===== src/rtl/div_ctrl.sv =====
// div_ctrl: sequencing front-end for the iterative 32-bit divider (RV32M DIV/DIVU/REM/REMU).
// Latency: 35 cycles accept->rsp_valid through the divider; 1 cycle for div-by-zero,
//          signed overflow and (with DIV_CTRL_REUSE_EN defined) result-cache hits.
// Backpressure: one operation in flight; req_ready only in IDLE without flush, response
//          held stable in RESP until rsp_ready; flush drops the in-flight/pending result.
//
// Ports:
//   clk, reset_n        clock, asynchronous active-low reset
//   flush               kill in-flight or pending operation
//   req_*               request handshake: op (00 DIV, 01 DIVU, 10 REM, 11 REMU), a, b, rd tag
//   rsp_*               response handshake: data, rd tag
//   div_*               divider launch (start/sign/operands) and results (quotient/remainder/busy)
//
// Optional feature: define DIV_CTRL_REUSE_EN to enable a one-entry cache of the last
// divider-computed result, so DIV followed by REM (or vice versa) on the same operands
// answers without relaunching the divider.
module div_ctrl (
  input  logic        clk,
  input  logic        reset_n,
  input  logic        flush,
  input  logic        req_valid,
  output logic        req_ready,
  input  logic [1:0]  req_op,
  input  logic [31:0] req_a,
  input  logic [31:0] req_b,
  input  logic [4:0]  req_rd,
  output logic        rsp_valid,
  input  logic        rsp_ready,
  output logic [31:0] rsp_data,
  output logic [4:0]  rsp_rd,
  output logic        div_start,
  output logic        div_sign,
  output logic [31:0] div_divident,
  output logic [31:0] div_divisor,
  input  logic [31:0] div_quotient,
  input  logic [31:0] div_remainder,
  input  logic        div_busy
);

  typedef enum logic [1:0] {
    S_IDLE  = 2'd0,
    S_WAIT  = 2'd1,
    S_DRAIN = 2'd2,
    S_RESP  = 2'd3
  } state_e;

  state_e      state_q, state_d;
  logic        rem_sel_q, rem_sel_d;
  logic [4:0]  rd_q, rd_d;
  logic [31:0] data_q, data_d;

  logic        accept;
  logic        req_signed;
  logic        div_by_zero;
  logic        overflow;
  logic        special;
  logic        hit;
  logic [31:0] hit_data;
  logic [31:0] early_data;
  logic        div_capture;

  // ---------------------------------------------------------------------------
  // Request decode
  // ---------------------------------------------------------------------------
  assign req_signed  = ~req_op[0];
  assign div_by_zero = (req_b == 32'h0000_0000);
  // Only INT_MIN / -1 overflows; the divider is never asked to handle it.
  assign overflow    = req_signed && (req_a == 32'h8000_0000) && (req_b == 32'hFFFF_FFFF);
  assign special     = div_by_zero || overflow;

  assign req_ready   = (state_q == S_IDLE) && !flush;
  assign accept      = req_valid && req_ready;

  // Launch pulse is combinational in the accept cycle so the divider's busy window
  // starts on the very next edge; accept only happens in IDLE, so the divider can
  // never be restarted while it is still iterating.
  assign div_start    = accept && !special && !hit;
  assign div_sign     = req_signed;
  assign div_divident = req_a;
  assign div_divisor  = req_b;

  // A result is taken from the divider only on the cycle busy has dropped and the
  // operation was not flushed; a flushed operation goes through DRAIN instead.
  assign div_capture = (state_q == S_WAIT) && !flush && !div_busy;

  // ---------------------------------------------------------------------------
  // Optional one-entry result cache
  // ---------------------------------------------------------------------------
`ifdef DIV_CTRL_REUSE_EN
  logic        c_vld_q;
  logic [31:0] c_a_q;
  logic [31:0] c_b_q;
  logic        c_sign_q;
  logic [31:0] c_quo_q;
  logic [31:0] c_rem_q;

  // Operands of the launched operation, kept so the cache can be tagged once the
  // divider finishes (the request bus has moved on by then).
  logic [31:0] op_a_q;
  logic [31:0] op_b_q;
  logic        op_sign_q;

  always_ff @(posedge clk or negedge reset_n) begin
    if (!reset_n) begin
      op_a_q    <= 32'h0;
      op_b_q    <= 32'h0;
      op_sign_q <= 1'b0;
    end else if (div_start) begin
      op_a_q    <= req_a;
      op_b_q    <= req_b;
      op_sign_q <= req_signed;
    end
  end

  always_ff @(posedge clk or negedge reset_n) begin
    if (!reset_n) begin
      c_vld_q  <= 1'b0;
      c_a_q    <= 32'h0;
      c_b_q    <= 32'h0;
      c_sign_q <= 1'b0;
      c_quo_q  <= 32'h0;
      c_rem_q  <= 32'h0;
    end else if (div_capture) begin
      c_vld_q  <= 1'b1;
      c_a_q    <= op_a_q;
      c_b_q    <= op_b_q;
      c_sign_q <= op_sign_q;
      c_quo_q  <= div_quotient;
      c_rem_q  <= div_remainder;
    end
  end

  // Both quotient and remainder are stored, so the opposite flavour of the same
  // division (DIV then REM) hits as long as operands and signedness match.
  assign hit      = c_vld_q && (c_a_q == req_a) && (c_b_q == req_b) && (c_sign_q == req_signed);
  assign hit_data = req_op[1] ? c_rem_q : c_quo_q;
`else
  assign hit      = 1'b0;
  assign hit_data = 32'h0;
`endif

  // ---------------------------------------------------------------------------
  // Result for operations answered without the divider
  // ---------------------------------------------------------------------------
  always_comb begin
    early_data = hit_data;
    if (div_by_zero) begin
      early_data = req_op[1] ? req_a : 32'hFFFF_FFFF;
    end else if (overflow) begin
      early_data = req_op[1] ? 32'h0000_0000 : 32'h8000_0000;
    end
  end

  // ---------------------------------------------------------------------------
  // Control FSM
  // ---------------------------------------------------------------------------
  always_ff @(posedge clk or negedge reset_n) begin
    if (!reset_n) begin
      state_q   <= S_IDLE;
      rem_sel_q <= 1'b0;
      rd_q      <= 5'd0;
      data_q    <= 32'h0;
    end else begin
      state_q   <= state_d;
      rem_sel_q <= rem_sel_d;
      rd_q      <= rd_d;
      data_q    <= data_d;
    end
  end

  always_comb begin
    state_d   = state_q;
    rem_sel_d = rem_sel_q;
    rd_d      = rd_q;
    data_d    = data_q;

    unique case (state_q)
      S_IDLE: begin
        if (accept) begin
          rem_sel_d = req_op[1];
          rd_d      = req_rd;
          if (special || hit) begin
            data_d  = early_data;
            state_d = S_RESP;
          end else begin
            state_d = S_WAIT;
          end
        end
      end

      S_WAIT: begin
        // Flush has priority over a same-cycle capture; the divider still has to
        // run out before anything new may be launched.
        if (flush) begin
          state_d = S_DRAIN;
        end else if (!div_busy) begin
          data_d  = rem_sel_q ? div_remainder : div_quotient;
          state_d = S_RESP;
        end
      end

      S_DRAIN: begin
        if (!div_busy) begin
          state_d = S_IDLE;
        end
      end

      S_RESP: begin
        // flush together with rsp_ready drops the response rather than handing it over.
        if (flush || rsp_ready) begin
          state_d = S_IDLE;
        end
      end

      default: begin
        state_d = S_IDLE;
      end
    endcase
  end

  assign rsp_valid = (state_q == S_RESP);
  assign rsp_data  = data_q;
  assign rsp_rd    = rd_q;

endmodule


===== config.mk =====
export PLATFORM = sky130hd
export DESIGN_NAME = div_ctrl
export DESIGN_NICKNAME = d
export VERILOG_FILES = /design/src/rtl/div_ctrl.sv
export SDC_FILE = /design/constraint.sdc
export NUM_CORES = 1
export LEC_CHECK = 0
export BUFFER_PORTS_ARGS = -buffer_cell sky130_fd_sc_hd__buf_2
export CORE_ASPECT_RATIO = 0.5
export CORE_MARGIN = 8
export CORE_UTILIZATION = 40
export DETAILED_ROUTE_END_ITERATION = 10
export GPL_TIMING_DRIVEN = 0
export PLACE_DENSITY = 0.88
export SETUP_SLACK_MARGIN = 0.4
export SLEW_MARGIN = 30
export SYNTH_ARGS = -nofsm -noshare
export SYNTH_HDL_FRONTEND = slang
export SYNTH_SLANG_ARGS = --single-unit

===== constraint.sdc =====
create_clock -name clk -period 2.3 [get_ports clk]
set_input_delay 0.23 -clock clk [delete_from_list [all_inputs] [get_ports clk]]
set_output_delay 0.23 -clock clk [all_outputs]
set_load 0.01 [all_outputs]

# After elaboration in Yosys (flattened, before gate mapping)
# Cells that the tools add are included.
# totals
register_bits,40
input_bits,141
output_inout_bits,105
elab_cells,49
# op_classes
n_eq_ne,12
muxes,17
bitwise,1
reduce_logical,15
# ops
cell,n
$mux W32,9
$eq A32 B32 Y1 const B,2
$pmux W32 S2,1
$logic_not A32 Y1,1
$mux W2,6
$ne A2 B2 Y1 const B,5
$pmux W2 S4,1
$logic_and A1 B1 Y1,5
$reduce_and A5 Y1,1
$eq A2 B2 Y1 const B,2
$reduce_and A4 Y1,1
$ne A3 B3 Y1 const B,1
$eq A2 B1 Y1 const B,1
$logic_not A1 Y1,2
$logic_not A2 Y1,1
$logic_or A1 B1 Y1,2
$ne A2 B1 Y1 const B,1
$reduce_and A2 Y1,1
$reduce_bool A2 Y1,1
$not A1 Y1,1

# Longest topological paths before layout
# Gate-level depths: netlist (run 1).
# depth
depth_word,8
depth_mapped,7
mapped_depth_nobuf,6

# Worst setup path after synthesis (run 1)
# Ideal clock, no wire load.
# synth_timing
kind,input to register
startpoint,input req_a[28]
endpoint,"register data_q[0], in the netlist rsp_data[0]"
setup_ns,0.125
arrival_ns,2.227
t_required_ns,2.175
slack_ns,-0.052
path_stages,7
n_path_buf,1
path_cell_list,or4_1 -> or4_1 -> nor4_2 -> and3_1 -> a21oi_2 -> buf_6 -> mux2_4
# synth_between
elab_chain_cells,8
elab_cells_between_ends,11
classes_between,eq/ne (2); mux (5); reduce/logical (4)
# synth_lines
element,line_no,source
start: declaration,24,"input logic [31:0] req_a,"
$eq A32 B32 Y1 (*),68,assign overflow = req_signed && (req_a == 32'h8000_0000) && (req_b == 32'hFFFF_FFFF);
$logic_and A1 B1 Y1 (*) (2 in a row),68,
$mux W32,149,end else if (overflow) begin
$mux W32,147,if (div_by_zero) begin
$mux W32,182,if (special || hit) begin
$mux W32,179,if (accept) begin
$pmux W32 S2,177,unique case (state_q)
end signal: assignment,167,data_q <= data_d;
end: declaration,50,"logic [31:0] data_q, data_d;"
# Mark *: on every way between the ends. The rest lies on a longest branch, timed or not. The select of a mux whose other input is x is not followed.
# A chain may end at the register's enable or synchronous reset.

# Worst setup path in the final report (run 1)
# layout_timing
startpoint,input req_a[26]
endpoint,"register data_q[30], in the netlist rsp_data[30]"
# Same word-level chain as after synthesis.

==> reports/results.tsv, run 1 <==
metric	value	unit
cts.sink_count	40	
synth_area_leaders	dfrtp_1, buf_4, mux2_4	
drive_gt1_share	60.4	%
initial_core_util	41.4	%
grt_usage	22.3	%
wl	13600	um
cpMaxStageDelayCell	or4_4	
hpwl	11100	um
insertedDiodeCount	0	
grt_pass1_wl	20800	um
synth_area	3330	um2
synth-async-reset-ratio	100	%
grt_start_max_net_pins	41	
die-area	11700	um2
setup_tns	0	ns
overflow	0	
setup_viol	0	
clock-root-buffer	clkbuf_16	
synth_edf_count	0	
drt.antenna.violating_nets	0	
finalHoldViolations	0	
critPathKind	in -> reg	
start_kind	input pin	
numCtsBuffers	5	
drt-wirelength-per-cell	18.8	um
via_count	3552	
rsz0062_at_grt	true	
drtPass1Iterations	4	
htreeDepth	2	
gp_congestion	0.942	
area_growth	51.9	%
nets	751	
power_density	668	nW/um2
max_freq	442	MHz
yosys_most_used_dff	dfrtp_1	
cp.required	2.47	ns
crit_arrival	2.43	ns
period_needed	2.26	ns
core	8030	um2
hold_class	in -> reg	
status	finished clean	
tightest_slew	0.745	ns
grt_pass1_vias	3814	
synth_top_area_share	30.1	%
reg2reg_from	state_q[0]	
dp_cells	708	
cp_cell_sequence	buf_8 > or4_1 > or4_4 > nor4_4 > and3_4 > a21oi_4 > buf_6 > mux2_4	
route.detailed.drc	0	
numPortBuffers	245	
yosysSeqAreaShare	30.1	%
vias_per_cell	4.91	
stdcell_count	723	
drv_cap	0	
pre_cts_ws	-0.301	ns
finalCritPeriodShare	98.3	%
end_kind	register	
clock_tree.buffer_depth	2	
antenna_found_initial	0	
worst_slack	0.0389	ns
num_io_pins	246	
ys_seq_elements	40	
clock_latency	0.28	ns
drt-initial-drc-count	265	
synth_top_area_cell	dfrtp_1	
synthCells	351	
cts_tree	built	
peakVddDrop	0.403	mV
path_clk_slew	0.06	ns
power_leakage	2.81	nW
startpoint	req_a[26]	
synth_area_per_cell	9.48	um2
min_from	req_rd[3]	
yosysUniqueCellTypes	35	
crit_path_max_incr_delay	0.56	ns
maxSlewViolCount	0	
synth.net_count	492	
hold_ws	0.151	ns
slew-limit-headroom	50.3	%
cp_max_fo	8	
clock_skew	0.00656	ns
floorplan.rows	23	
yosys_warnings	0	
die_y	80.5	um
die_w	145	um
[kinds of logic after synthesis]
| family | Yosys count | synth area share (%) |
|---|---|---|
| multiplexers | 68 | 25.1 |
| buffers and inverters | 88 | 17.8 |
| flip-flops | 40 | 30.1 |
| AO/OA/AOI/OAI | 44 | 7.56 |
| AND/OR/NAND/NOR | 111 | 19.4 |
[power by group]
group	switching, mW	leakage (nW)	total, mW	internal [mW]
combinational	0.743	2.19	1.51	0.763
sequential	0.110	0.532	1.01	0.900
clock	0.288	0.0901	0.859	0.572
[repair_timing]
| item | CTS | global route |
|---|---|---|
| endpoints found under the hold margin | 0 | 40 |
| gates cloned | 3 | 0 |
| hold buffers | 0 | 1 |
| setup endpoints to repair | 33 | 34 |
| buffers inserted | 2 | 1 |
| pin swaps | 5 | 4 |
| gates resized for setup | 16 | 11 |
[through the flow]
step | total power [mW] | cell area (um2) | util (%)
2_1_floorplan | 1.89 | 3330 | -
3_3_place_gp | 2.46 | 4700 | 58.5
3_5_place_dp | 2.50 | 4710 | 58.6
4_1_cts | 3.39 | 5000 | 62.3
5_1_grt | 3.56 | 5050 | 62.9
6_report | 3.38 | 5050 | 62.9
[metal layers]
layer / up-vias / wire [um] / track usage, %
met5: - / 0 / 0
met3: 19 / 680 / 5.61
met4: 0 / 193 / 6.14
met1: 1702 / 5610 / 26.4
li1: 1706 / - / -
met2: 125 / 7140 / 40.0
[sequential cells by signal (all words and copies together) (netlist names)]
name	count
rem_sel_q	1
rsp_data	32
rsp_rd	5
state_q	2
[synth_stat cells (all sizes together) (2+ instances only)]
master and instances:
nand4b 2, buf 71, nand2b 32, inv 3, dfrtp 40, nor4 13
or4 4, nand3 32, nor3 2, nand4 6, nor2b 2, o21ai 34
mux2 37, clkbuf 14, nor4bb 2, mux2i 31, nand2 8, a21oi 4
nor2 5
[cell type report]
class,count,area (um2)
Multi-Input combinational cell,223,1800
Clock buffer,7,153
Clock inverter,1,30.0
Timing Repair Buffer,252,1330
Fill cell,690,2980
Tap cell,112,140
Inverter,3,11.3
Sequential cell,40,1000
Buffer,85,584
[worst max-delay path, delay by kind of cell]
| family | cells | cell delay [ns] |
|---|---|---|
| buffers and inverters | 2 | 0.30 |
| AND/OR/NAND/NOR | 4 | 1.52 |
| multiplexers | 1 | 0.30 |
| AO/OA/AOI/OAI | 1 | 0.08 |
[cells in the final DEF (no fill, tap or decap), types with 3 or more instances in the layout]
| master | count |
|---|---|
| buf_1 | 4 |
| nor4_1 | 11 |
| nor2_1 | 5 |
| buf_6 | 10 |
| mux2i_1 | 31 |
| mux2_4 | 30 |
| nand4_1 | 6 |
| buf_2 | 239 |
| mux2_1 | 6 |
| buf_4 | 68 |
| clkbuf_16 | 5 |
| o21ai_0 | 15 |
| clkbuf_1 | 12 |
| o21ai_1 | 19 |
| nand3_1 | 32 |
| nand2_1 | 8 |
| inv_1 | 3 |
| nand2b_1 | 32 |
| dfrtp_1 | 40 |
[final timing paths]
check | endpoint | slack, ns | depth (start not counted)
min | rsp_rd[3] | 0.15 | 2
max | rsp_data[30] | 0.04 | 8
max reg2reg | rsp_data[30] | 0.16 | 7
min reg2reg | rsp_rd[3] | 0.49 | 1
max in group asynchronous | state_q[1] | 1.44 | 2
min in group asynchronous | rsp_data[1] | 0.47 | 2
Power figures use the tool's default switching activity.
==> run 2, diff against run 1 <==
CORE_ASPECT_RATIO = 0.8   (was 0.5)
==> run 2 against run 1 <==
  * Power decreased by 11%
  * First-iteration DRC count decreased by 33%
  * Clock skew decreased by 0.0031 ns
  * Register-to-register slack improved by 0.02 ns
  * Die area decreased by 1.4%
  * Sequential share of layout area increased by 0.31 points
  * Combinational power about the same
  * Critical endpoint is now rsp_data[24]
  * Highest routed layer unchanged
==> reports/results.tsv, run 2 (synthesis results as in run 1) <==
metric	value	unit	change
start_kind	input pin		unchanged
cp_max_fo	8		unchanged
grt_pass1_wl	20700	um	was 20800 um
vias_per_cell	5.02		was 4.91
cts.sink_count	40		unchanged
cp_common_cell	or4_4		
gp_congestion	0.862		was 0.942
clock-root-buffer	clkbuf_8		was clkbuf_16
crit_arrival	2.42	ns	was 2.43 ns
route.detailed.drc	0		unchanged
maxSlewViolCount	0		unchanged
stdcell_count	719		was 723
rrSetupSlack	0.18	ns	was 0.16 ns
core	8020	um2	was 8030 um2
grt_pass1_vias	3966		was 3814
area_growth	49.6	%	was 51.9%
status	finished clean		unchanged
critPathTopFamily	simple AND/OR/NAND/NOR gates		unchanged
dp_cells	704		was 708
die_w	118	um	was 145 um
hold_ws	0.156	ns	was 0.151 ns
setup_viol	0		unchanged
max_freq	444	MHz	was 442 MHz
cp.required	2.47	ns	about the same
drtPass1Iterations	5		was 4
period_needed	2.25	ns	was 2.26 ns
power_density	604	nW/um2	was 668 nW/um2
largest_register_ff_count	32		unchanged
numPortBuffers	245		unchanged
clock_tree.buffer_depth	2		unchanged
slew-limit-headroom	49.0	%	was 50.3%
insertedDiodeCount	0		unchanged
layout_commonest_cell	buf_2		unchanged
drive_gt1_share	60.9	%	was 60.4%
numCtsBuffers	5		unchanged
num_io_pins	246		unchanged
finalHoldViolations	0		unchanged
rsz0062_at_grt	true		unchanged
clock_skew	0.00342	ns	was 0.00656 ns
end_kind	register		unchanged
power.total	3.01	mW	was 3.38 mW
peakVddDrop	0.389	mV	was 0.403 mV
clock_latency	0.28	ns	about the same
die_y	97.6	um	was 80.5 um
crit_buf_inv	2		unchanged
wl	13300	um	was 13600 um
drt-initial-drc-count	177		was 265
die-area	11500	um2	was 11700 um2
finalCritPeriodShare	98.0	%	was 98.3%
crit_path_max_incr_delay	0.53	ns	was 0.56 ns
hold_class	in -> reg		unchanged
post-route-util	62.1	%	was 62.9%
antenna_found_initial	0		unchanged
cp_cell_sequence	buf_8 > or4_4 > or4_4 > nor4_4 > and3_4 > a21oi_4 > buf_6 > mux2_4		was buf_8 > or4_1 > or4_4 > nor4_4 > and3_4 > a21oi_4 > buf_6 > mux2_4
hpwl	10800	um	was 11100 um
floorplan.rows	29		was 23
grt_start_max_net_pins	41		unchanged
drt-wirelength-per-cell	18.4	um	was 18.8 um
initial_core_util	41.5	%	was 41.4%
path_clk_slew	0.07	ns	was 0.06 ns
critPathKind	in -> reg		unchanged
drv_cap	0		unchanged
grt_usage	21.9	%	was 22.3%
cts_tree	built		unchanged
power_leakage	2.78	nW	was 2.81 nW
nets	752		was 751
cpMaxStageDelayCell	or4_4		unchanged
via_count	3612		was 3552
final_cell_mix	buf_2, buf_4, dfrtp_1, nand3_1, nand2b_1		unchanged
drt.antenna.violating_nets	0		unchanged
tightest_slew	0.765	ns	was 0.745 ns
htreeDepth	2		unchanged
overflow	0		unchanged
## run 2: area by class of cell
class / instances / area [um2]
fill: 697 / 3040
inverter: 3 / 11.3
multi-input combinational: 223 / 1810
buffer: 85 / 587
clock buffer: 7 / 96.3
tap: 108 / 135
sequential: 40 / 1000
timing repair buffer: 253 / 1340
## run 2: stage by stage
stage          cell area, um2  TNS (ns)  setup WS (ns)
4_1_cts                  4920    -0.920        -0.0482
3_5_place_dp             4700    -11.52         -0.380
5_1_grt                  4980         0      0.0000504
3_3_place_gp             4700    -17.45         -0.546
6_report                 4980         0         0.0458
2_1_floorplan            3330         0         0.0250
## run 2: path summary, 6_finish.rpt
path	from	end	cells after the start
worst max-delay path	req_a[27]	rsp_data[24]	8
worst min-delay path	req_rd[0]	rsp_rd[0]	2
worst max register to register	state_q[0]	rsp_data[24]	7
worst min register to register	rsp_data[26]	rsp_data[26]	1
max in group asynchronous	reset_n	rsp_rd[4]	2
min in group asynchronous	reset_n	rsp_data[10]	2
## run 2: what timing repair did
action / in CTS / in global routing
gates cloned: 3 / 0
hold endpoints to repair: 0 / 40
setup buffers: 3 / 1
hold buffers: 0 / 1
resized for setup: 17 / 15
pin swaps: 5 / 4
endpoints found under the setup margin: 33 / 34
## run 2: layer usage
| metal | part of all wire, % | GRT usage (%) |
|---|---|---|
| met1 | 41 | 24.9 |
| met2 | 50 | 38.9 |
| met3 | 8.3 | 7.43 |
| met4 | 0.92 | 4.42 |
| met5 | 0 | 0 |
## run 2: power by group
group	total (mW)	switching, mW	internal, mW	leakage (nW)
logic	1.49	0.730	0.764	2.20
clock network	0.502	0.234	0.267	0.0503
registers	1.01	0.112	0.899	0.532
